File: config.mk
export PLATFORM = sky130hd
export DESIGN_NAME = i2s_stream_controller
export DESIGN_NICKNAME = d
export VERILOG_FILES = /design/src/rtl/i2s_pkg.sv /design/src/rtl/i2s_sample_fifo.sv /design/src/rtl/i2s_stream_controller.sv
export SDC_FILE = /design/constraint.sdc
export NUM_CORES = 2
export LEC_CHECK = 0
export BUFFER_PORTS_ARGS = -buffer_cell sky130_fd_sc_hd__buf_2
export CAP_MARGIN = 25
export CORE_UTILIZATION = 38
export CTS_CLUSTER_DIAMETER = 100
export DETAILED_ROUTE_END_ITERATION = 7
export SLEW_MARGIN = 15
export SYNTH_ARGS = -nofsm -noshare
export SYNTH_HDL_FRONTEND = slang
export SYNTH_SLANG_ARGS = --single-unit
File: constraint.sdc
create_clock -name clk -period 9.62 [get_ports clk]
set_input_delay 1.443 -clock clk [delete_from_list [all_inputs] [get_ports clk]]
set_output_delay 1.443 -clock clk [all_outputs]
set_load 0.1 [all_outputs]
File: src/rtl/i2s_pkg.sv
// Shared types for the I2S stream controller slice.
// Holds operating modes, refill FSM states and the mode decode helper.
package i2s_pkg;

    typedef enum logic [1:0] {
        MODE_MEM       = 2'd0,
        MODE_TONE_PRE  = 2'd1,
        MODE_TONE_POST = 2'd2
    } mode_e;

    typedef enum logic [1:0] {
        ST_IDLE = 2'd0,
        ST_REQ  = 2'd1,
        ST_WAIT = 2'd2
    } refill_state_e;

    // Code 3 is an alias of memory playback.
    function automatic mode_e decode_mode(input logic [1:0] m);
        mode_e r;
        case (m)
            2'd1:    r = MODE_TONE_PRE;
            2'd2:    r = MODE_TONE_POST;
            default: r = MODE_MEM;
        endcase
        return r;
    endfunction

endpackage

File: src/rtl/i2s_sample_fifo.sv
// Synchronous show-ahead FIFO of 32-bit words, depth 2**AW.
// Ports: clk, rst, flush_i, push_i/wdata_i, pop_i/rdata_o, level_o, full_o, empty_o.
module i2s_sample_fifo #(
    parameter int AW = 6
) (
    input  logic          clk,
    input  logic          rst,
    input  logic          flush_i,
    input  logic          push_i,
    input  logic [31:0]   wdata_i,
    input  logic          pop_i,
    output logic [31:0]   rdata_o,
    output logic [AW:0]   level_o,
    output logic          full_o,
    output logic          empty_o
);
    import i2s_pkg::*;

    logic [31:0] mem_q [2**AW];
    logic [AW:0] wr_q;
    logic [AW:0] rd_q;
    logic        do_pop;
    logic        do_push;

    assign full_o  = (wr_q[AW] != rd_q[AW]) &&
                     (wr_q[AW-1:0] == rd_q[AW-1:0]);
    assign empty_o = (wr_q == rd_q);
    assign level_o = wr_q - rd_q;
    assign rdata_o = mem_q[rd_q[AW-1:0]];

    // A pop in the same cycle frees the slot a full FIFO writes into.
    assign do_pop  = pop_i && !empty_o;
    assign do_push = push_i && (!full_o || do_pop);

    always_ff @(posedge clk or posedge rst) begin
        if (rst) begin
            wr_q <= '0;
            rd_q <= '0;
        end else if (flush_i) begin
            wr_q <= '0;
            rd_q <= '0;
        end else begin
            if (do_push) wr_q <= wr_q + 1'b1;
            if (do_pop)  rd_q <= rd_q + 1'b1;
        end
    end

    always_ff @(posedge clk) begin
        if (do_push && !flush_i) mem_q[wr_q[AW-1:0]] <= wdata_i;
    end

endmodule

File: src/rtl/i2s_stream_controller.sv
// Memory-to-I2S sample streamer: burst refill FSM, FIFO, tone generator,
// req/ack sample serve with channel rotation, underrun and overflow status.
module i2s_stream_controller #(
    parameter int SAMPLE_WIDTH = 24,
    parameter int NUM_CHANNELS = 2,
    parameter int FIFO_AW      = 6,
    parameter int BURST        = 16,
    localparam int CW = (NUM_CHANNELS > 1) ? $clog2(NUM_CHANNELS) : 1
) (
    input  logic                    clk,
    input  logic                    rst,
    input  logic                    enable,
    input  logic [1:0]              mode,
    input  logic [15:0]             tone_step,
    output logic                    request_data,
    output logic [23:0]             request_size,
    input  logic                    request_finished,
    input  logic                    memory_data_strobe,
    input  logic [31:0]             memory_data,
    input  logic                    audio_data_request,
    output logic                    audio_data_ack,
    output logic [SAMPLE_WIDTH-1:0] audio_data,
    output logic [CW-1:0]           audio_channel,
    output logic [FIFO_AW:0]        fifo_level,
    output logic [15:0]             underrun_count,
    output logic                    overflow
);
    import i2s_pkg::*;

    localparam logic [FIFO_AW:0] DEPTH = (FIFO_AW+1)'(2**FIFO_AW);

    mode_e                   md;
    refill_state_e           state_q, state_d;
    logic                    ack_q, ack_d;
    logic [SAMPLE_WIDTH-1:0] data_q, data_d;
    logic [CW-1:0]           chan_q, chan_d;
    logic [CW-1:0]           ch_q, ch_d;
    logic [15:0]             phase_q, phase_d;
    logic [15:0]             urun_q, urun_d;
    logic                    ovf_q, ovf_d;

    logic                    serve;
    logic                    wrap;
    logic [SAMPLE_WIDTH-1:0] tone;
    logic                    f_flush, f_push, f_pop, f_full, f_empty;
    logic [31:0]             f_wdata, f_rdata;
    logic [FIFO_AW:0]        free;
    logic                    unused_rdata;

    assign md    = decode_mode(mode);
    assign tone  = SAMPLE_WIDTH'({phase_q, 16'h0} >> (32 - SAMPLE_WIDTH));
    assign serve = enable && audio_data_request && !ack_q;
    assign wrap  = (ch_q == CW'(NUM_CHANNELS - 1));
    assign free  = DEPTH - fifo_level;
    assign unused_rdata = ^f_rdata[31:SAMPLE_WIDTH];

    assign request_data   = (state_q == ST_REQ);
    assign request_size   = 24'(BURST);
    assign audio_data_ack = ack_q;
    assign audio_data     = data_q;
    assign audio_channel  = chan_q;
    assign underrun_count = urun_q;
    assign overflow       = ovf_q;

    // FIFO port control; memory strobes take priority over tone fill.
    always_comb begin
        f_flush = !enable || (md == MODE_TONE_POST);
        f_pop   = serve && (md != MODE_TONE_POST) && !f_empty;
        f_push  = 1'b0;
        f_wdata = memory_data;
        if (memory_data_strobe) begin
            f_push = 1'b1;
        end else if (md == MODE_TONE_PRE) begin
            f_push  = 1'b1;
            f_wdata = 32'(tone);
        end
    end

    i2s_sample_fifo #(.AW(FIFO_AW)) u_fifo (
        .clk     (clk),
        .rst     (rst),
        .flush_i (f_flush),
        .push_i  (f_push),
        .wdata_i (f_wdata),
        .pop_i   (f_pop),
        .rdata_o (f_rdata),
        .level_o (fifo_level),
        .full_o  (f_full),
        .empty_o (f_empty)
    );

    always_comb begin
        state_d = state_q;
        if (!enable) begin
            state_d = ST_IDLE;
        end else begin
            case (state_q)
                ST_IDLE: if (md == MODE_MEM && free >= (FIFO_AW+1)'(BURST))
                             state_d = ST_REQ;
                ST_REQ:  state_d = ST_WAIT;
                ST_WAIT: if (request_finished) state_d = ST_IDLE;
                default: state_d = ST_IDLE;
            endcase
        end
    end

    always_comb begin
        ack_d   = ack_q;
        data_d  = data_q;
        chan_d  = chan_q;
        ch_d    = ch_q;
        phase_d = phase_q;
        urun_d  = urun_q;
        ovf_d   = ovf_q;
        if (enable && memory_data_strobe && md != MODE_TONE_POST &&
            f_full && !f_pop)
            ovf_d = 1'b1;
        if (!enable) begin
            ack_d = 1'b0;
            ch_d  = '0;
        end else if (serve) begin
            ack_d  = 1'b1;
            chan_d = ch_q;
            ch_d   = wrap ? '0 : ch_q + 1'b1;
            if (wrap) phase_d = phase_q + tone_step;
            if (md == MODE_TONE_POST) begin
                data_d = tone;
            end else if (!f_empty) begin
                data_d = f_rdata[SAMPLE_WIDTH-1:0];
            end else begin
                data_d = '0;
                if (urun_q != 16'hFFFF) urun_d = urun_q + 1'b1;
            end
        end else if (!audio_data_request) begin
            ack_d = 1'b0;
        end
    end

    always_ff @(posedge clk or posedge rst) begin
        if (rst) begin
            state_q <= ST_IDLE;
            ack_q   <= 1'b0;
            data_q  <= '0;
            chan_q  <= '0;
            ch_q    <= '0;
            phase_q <= '0;
            urun_q  <= '0;
            ovf_q   <= 1'b0;
        end else begin
            state_q <= state_d;
            ack_q   <= ack_d;
            data_q  <= data_d;
            chan_q  <= chan_d;
            ch_q    <= ch_d;
            phase_q <= phase_d;
            urun_q  <= urun_d;
            ovf_q   <= ovf_d;
        end
    end

endmodule

-- Word level (Yosys, flattened, before mapping)
Memories as Yosys holds them, arrays and structs flattened.
Index checks and enable logic that the tools add are counted.
Widths: inputs -> output; s select.
- add/subtract/negate cells: 7
- order comparisons: 1
- eq/ne operators: 15
- multiplexer cells: 23
- bitwise logic cells: 1
- reductions and logical operators: 29
- operators with widths (kind ; number):
    $mux 32 ; 2
    $mux 24 ; 2
    $mux 7 ; 4
    $add 16x1->16 const B ; 1
    $add 16x16->16 ; 1
    $ne 16x16->1 const B ; 1
    $add 7x1->7 const B ; 2
    $logic_and 1x1->1 ; 13
    $mux 1 ; 10
    $eq 7x7->1 ; 1
    $ge 7x5->1 const B ; 1
    $sub 7x7->7 ; 1
    $sub 7x7->7 const A ; 1
    $eq 2x1->1 const B ; 3
    $eq 2x2->1 const B ; 3
    $eq 6x6->1 ; 1
    $logic_not 1->1 ; 6
    $mux 2 ; 3
    $ne 3x3->1 const B ; 2
    $pmux 2 s3 ; 1
    $reduce_and 5->1 ; 1
    $logic_not 2->1 ; 2
    $pmux 2 s2 ; 1
    $reduce_and 2->1 ; 2
    other kinds (9) ; 11
- register bits: 76
- bits in writable memories: 2048
- input bits: 56
- output and inout port bits: 75
- word-level logic and storage cells: 87
- memories: 1
- memories (memory ; words ; bits a word ; read ports ; clocked after Yosys merged registers in ; wr ports ; RTL line ; RTL):
    u_fifo.mem_q ; 64 ; 32 ; 1 ; 0 ; 1 ; i2s_sample_fifo.sv:19 ; logic [31:0] mem_q [2**AW];

-- Logic depth before layout (Yosys ltp)
- word-level depth: 11
- depth in mapped cells: 13
- depth with buffers taken out: 10

-- By module
From an unflattened synthesis, not the netlist that was laid out.
- cell total of the unflattened synthesis: 4007
- area total of the unflattened synthesis: 82865.7 um^2
- modules (own cells, without submodules) (module ; instances ; cells an instance ; area each (um^2) ; seq. area each (um^2)):
    i2s_sample_fifo ; 1 ; 3586 ; 78950.7 ; 61849.3
    i2s_stream_controller ; 1 ; 421 ; 3915.0 ; 1551.5

-- Worst setup path before layout
No wires, ideal clock.
- path kind: reg-to-output
- from: register u_fifo.rd_q[1]
- to: output fifo_level[5]
- arrival: 5.702 ns
- required time: 8.177 ns
- slack: 2.475 ns
- cell stages (with the launch flop): 10
- path buffers: 3
- path through: dfrtp_1 buf_2 buf_2 inv_2 buf_1 ha_1 nor2b_1 o21a_1 o21a_1 o311ai_0
- longest elaborated chain between the ends: 1
- ends and longest elaborated chain (item ; RTL line ; RTL):
    start: declaration ; i2s_sample_fifo.sv:21 ; logic [AW:0] rd_q;
    start signal: assignment ; i2s_sample_fifo.sv:44 ; if (do_pop) rd_q <= rd_q + 1'b1;
    $sub 7x7->7 ; i2s_sample_fifo.sv:28 ; assign level_o = wr_q - rd_q;
    end: declaration ; i2s_stream_controller.sv:24 ; output logic [FIFO_AW:0] fifo_level,
No other way between the ends.

-- Worst setup path after layout
- from: register u_fifo.rd_q[2]
- to: output fifo_level[5]
The elaborated chain is that of the path after synthesis.

==> metrics.cfg <==
[worst_setup_path]
arrival_ns=4.60
start_kind=flip-flop
slowest_stage=dfrtp_4
cp.required_ns=8.18
crit_type=reg -> out
path_common_cell=o21a_1
worst-path-buf-inv=3
path_cells=clkinv_1 -> buf_4 -> ha_1 -> o21a_1 -> o21a_1 -> o311ai_0 -> buf_2
worstSetupEndpointType=output port
crit_family=buffers and inverters
path_max_fanout=29
slowest_delay_ns=0.75

[pwr]
p_sw_mw=3.567
p_leak_nw=22.69
clock_power_share_pct=41.1
power.density_nw_per_um2=211.4
pwr-share-comb_pct=7.0
intPower_mw=11.79
power_frac_seq_pct=52.0
max-vdd-ir-drop_uv=123.6
switching_share_pct=23.22

[place]
hpwlAfterDp_mm=94.20
place.gp.congestion=0.8970
io_buffers=98
post-place-ws_ns=3.822

[synth]
ys_warn_count=0
syn_avg_cell_area_um2=20.82
netlist.area_leader.share_pct=72.63
ys_ff_latch=1612
async_reset_ff_share_pct=4.715
synth_cell_types=73
synth_edf_count=1536
yosysSeqAreaShare_pct=75.62
netlist_area_um2=63510
synth_largest_area_cell=edfxtp_1
syn_inst=3050
synthTopCellsByArea=edfxtp_1 73%, mux4_2 15%, dfrtp_1 3.0%, nand2_1 0.86%, mux2i_1 0.85%
synthFlopType=edfxtp_1

[clock_network]
cts_tree=yes
cts.sink_count=1612
clock_latency_ns=0.79
root_buffer=clkbuf_16
holdBufCountCts=0
htreeDepth=4
path_clk_slew_ns=0.06
post_cts_resized=0
post-cts-setup-buffers=0
clock_path_buffers=3
cts_buffers=158

[sta]
finalHoldViolCount=0
fin_setup_tns_ns=0
rsz0062_at_grt=false
slew_violations=0
setup_ws_ns=3.579
tightest_slew_ns=1.101
setup_violations=0
finClkSkew_ns=0.02252
post-route-period-util_pct=62.80
slew_headroom_pct=26.61
fin_crit_ns=6.041
maxClockFrequency_mhz=165.5

[grt]
grt_max_degree=104
antenna_found_initial=8
grt_pass1_vias=30810
grt_usage_pct=19.30
grt_overflow=0
grt_pass1_wl_mm=231.0

[floorplan]
start_util_pct=38.40
core_um2=165400
die-area_um2=168800
fp-row-count=149
ios=131
die_width_um=410.8
die_y_um=410.8

[route]
wl_per_cell_um=29.34
drtAntennaViolNets=0
drt_first_pass_iters=5
routed_wirelength_mm=163.4
vias_per_cell=5.657
num_vias=31510
drc_errors=0
drt-initial-drc-count=3862

[job]
cap_violations=0

[finish]
final_nets=3330
layout-drive-gt1-share_pct=28.44
area_growth_pct=14.39

[min_path]
hold_path.class=reg -> reg

[outcome]
status=finished, final reports clean

registers in the layout, summed over array words and instances, names as in the netlist:
signal and cells:
underrun_count 16, u_fifo.rd_q 7, u_fifo.mem_q 1536, overflow 1, audio_data 24, phase_q 16, ch_q 1, u_fifo.wr_q 7
state_q 2, audio_channel 1, audio_data_ack 1
power groups by stage:
stage	Combinational (mW)	Clock [mW]	Sequential [mW]
global route	1.14	6.68	7.98
detailed placement	1.07	0	8.12
global placement	1.04	0	8.12
CTS	1.07	6.41	7.98
floorplan	0.550	0	8.27
finish	1.07	6.31	7.98
cells in the mapped netlist (4+ instances only):
cell and number:
nand3_1 66, nand2b_1 7, nand2_1 146, xnor2_1 21, edfxtp_1 1536, o311ai_0 8, nor2_1 115, nor3_1 17
ha_1 26, buf_1 17, o21ai_0 36, or3_1 4, nor2b_1 10, o211ai_1 9, a21oi_1 36, inv_1 22
buf_6 7, o31ai_1 4, mux4_2 410, a221oi_1 13, xor2_1 10, a22oi_1 56, clkbuf_1 72, a211oi_1 6
and2_1 17, mux2i_1 54, a21o_1 6, buf_4 57, a31oi_1 6, o21a_1 9, and3_1 12, mux2_2 22
nand4_1 24, buf_2 33, o22ai_1 6, nor4_1 9, dfrtp_1 76, nand3b_1 4
area by class of cell:
cell class	count	area, um^2
multi-input combinational	1249	14890
clock inverter	102	1131
inverter	25	98.84
antenna	2	5.005
fill	13970	92720
clock buffer	191	4161
tap	2189	2739
sequential	1612	48040
timing repair buffer	200	1580
worst reg2reg max path, delay by kind of cell (launching register included):
family / cells / cell delay [ns]
and+or+nand+nor: 6 / 2.85
buffers and inverters: 3 / 1.41
DFF: 1 / 0.75
adders and majority gates: 1 / 0.44
routing by layer:
| metal | GRT usage (%) | vias up | share of wire, % |
|---|---|---|---|
| met5 | 0.9893 | - | 0.16 |
| met4 | 5.938 | 6 | 2.7 |
| met3 | 4.802 | 231 | 8.7 |
| met2 | 29.52 | 1326 | 46 |
| met1 | 27.13 | 16890 | 42 |
| li1 | - | 13060 | - |
stage by stage:
stage | hold WS (ns) | total power, mW | instances | instance area (um^2) | utilization, %
2_1_floorplan | 0.4849 | 8.816 | 3072 | 63590 | -
3_3_place_gp | 0.4646 | 9.166 | 5257 | 66920 | 40.47
3_5_place_dp | 0.4703 | 9.192 | 5265 | 67100 | 40.58
4_1_cts | 0.4840 | 15.46 | 5558 | 72390 | 43.78
5_1_grt | 0.5163 | 15.81 | 5569 | 72640 | 43.93
6_report | 0.4742 | 15.36 | 5570 | 72650 | 43.93
worst paths after layout:
path	from	slack (ns)	cells past startpoint	to
worst max-delay path	u_fifo.rd_q[2]$_DFFE_PP0P_	3.58	7	fifo_level[5]
worst min-delay path	overflow$_DFFE_PP0P_	0.47	1	overflow$_DFFE_PP0P_
worst max register to register	u_fifo.rd_q[2]$_DFFE_PP0P_	3.77	10	u_fifo.mem_q[51][13]$_DFFE_PP_
worst min register to register	overflow$_DFFE_PP0P_	0.47	1	overflow$_DFFE_PP0P_
max in group asynchronous	rst	7.79	3	u_fifo.rd_q[3]$_DFFE_PP0P_
min in group asynchronous	rst	0.60	2	audio_data_ack$_DFFE_PP0P_
kinds of logic (layout without fill, tap and decap cells):
| group | after synthesis | in the layout | share of synthesized area [%] |
|---|---|---|---|
| compound gates | 230 | 230 | 2.526 |
| xor+xnor | 31 | 31 | 0.4275 |
| fa+ha+maj | 28 | 28 | 0.5753 |
| buf+inv | 211 | 518 | 1.732 |
| flops | 1612 | 1612 | 75.62 |
| mux | 486 | 486 | 15.78 |
| other cells | 2 | 26 | 0.01183 |
| simple gates | 450 | 450 | 3.322 |
layout by cell type, fill, tap and decap left out, types with 17 or more instances in the layout:
cell type,instances
edfxtp_1,1536
buf_2,98
mux2i_1,54
mux4_2,410
nand3_1,66
a22oi_1,56
a21oi_1,36
inv_1,20
nor2_1,49
mux2_2,21
nand4_1,24
xnor2_1,21
nand2_1,146
clkbuf_1,28
o21ai_0,35
nor2_2,21
nor2_4,45
dfrtp_1,72
clkinv_2,35
bufinv_16,21
buf_4,82
ha_1,26
clkbuf_16,161
nor3_1,17
conb_1,24
clkinv_1,30
(Power assumes the default switching activity.)
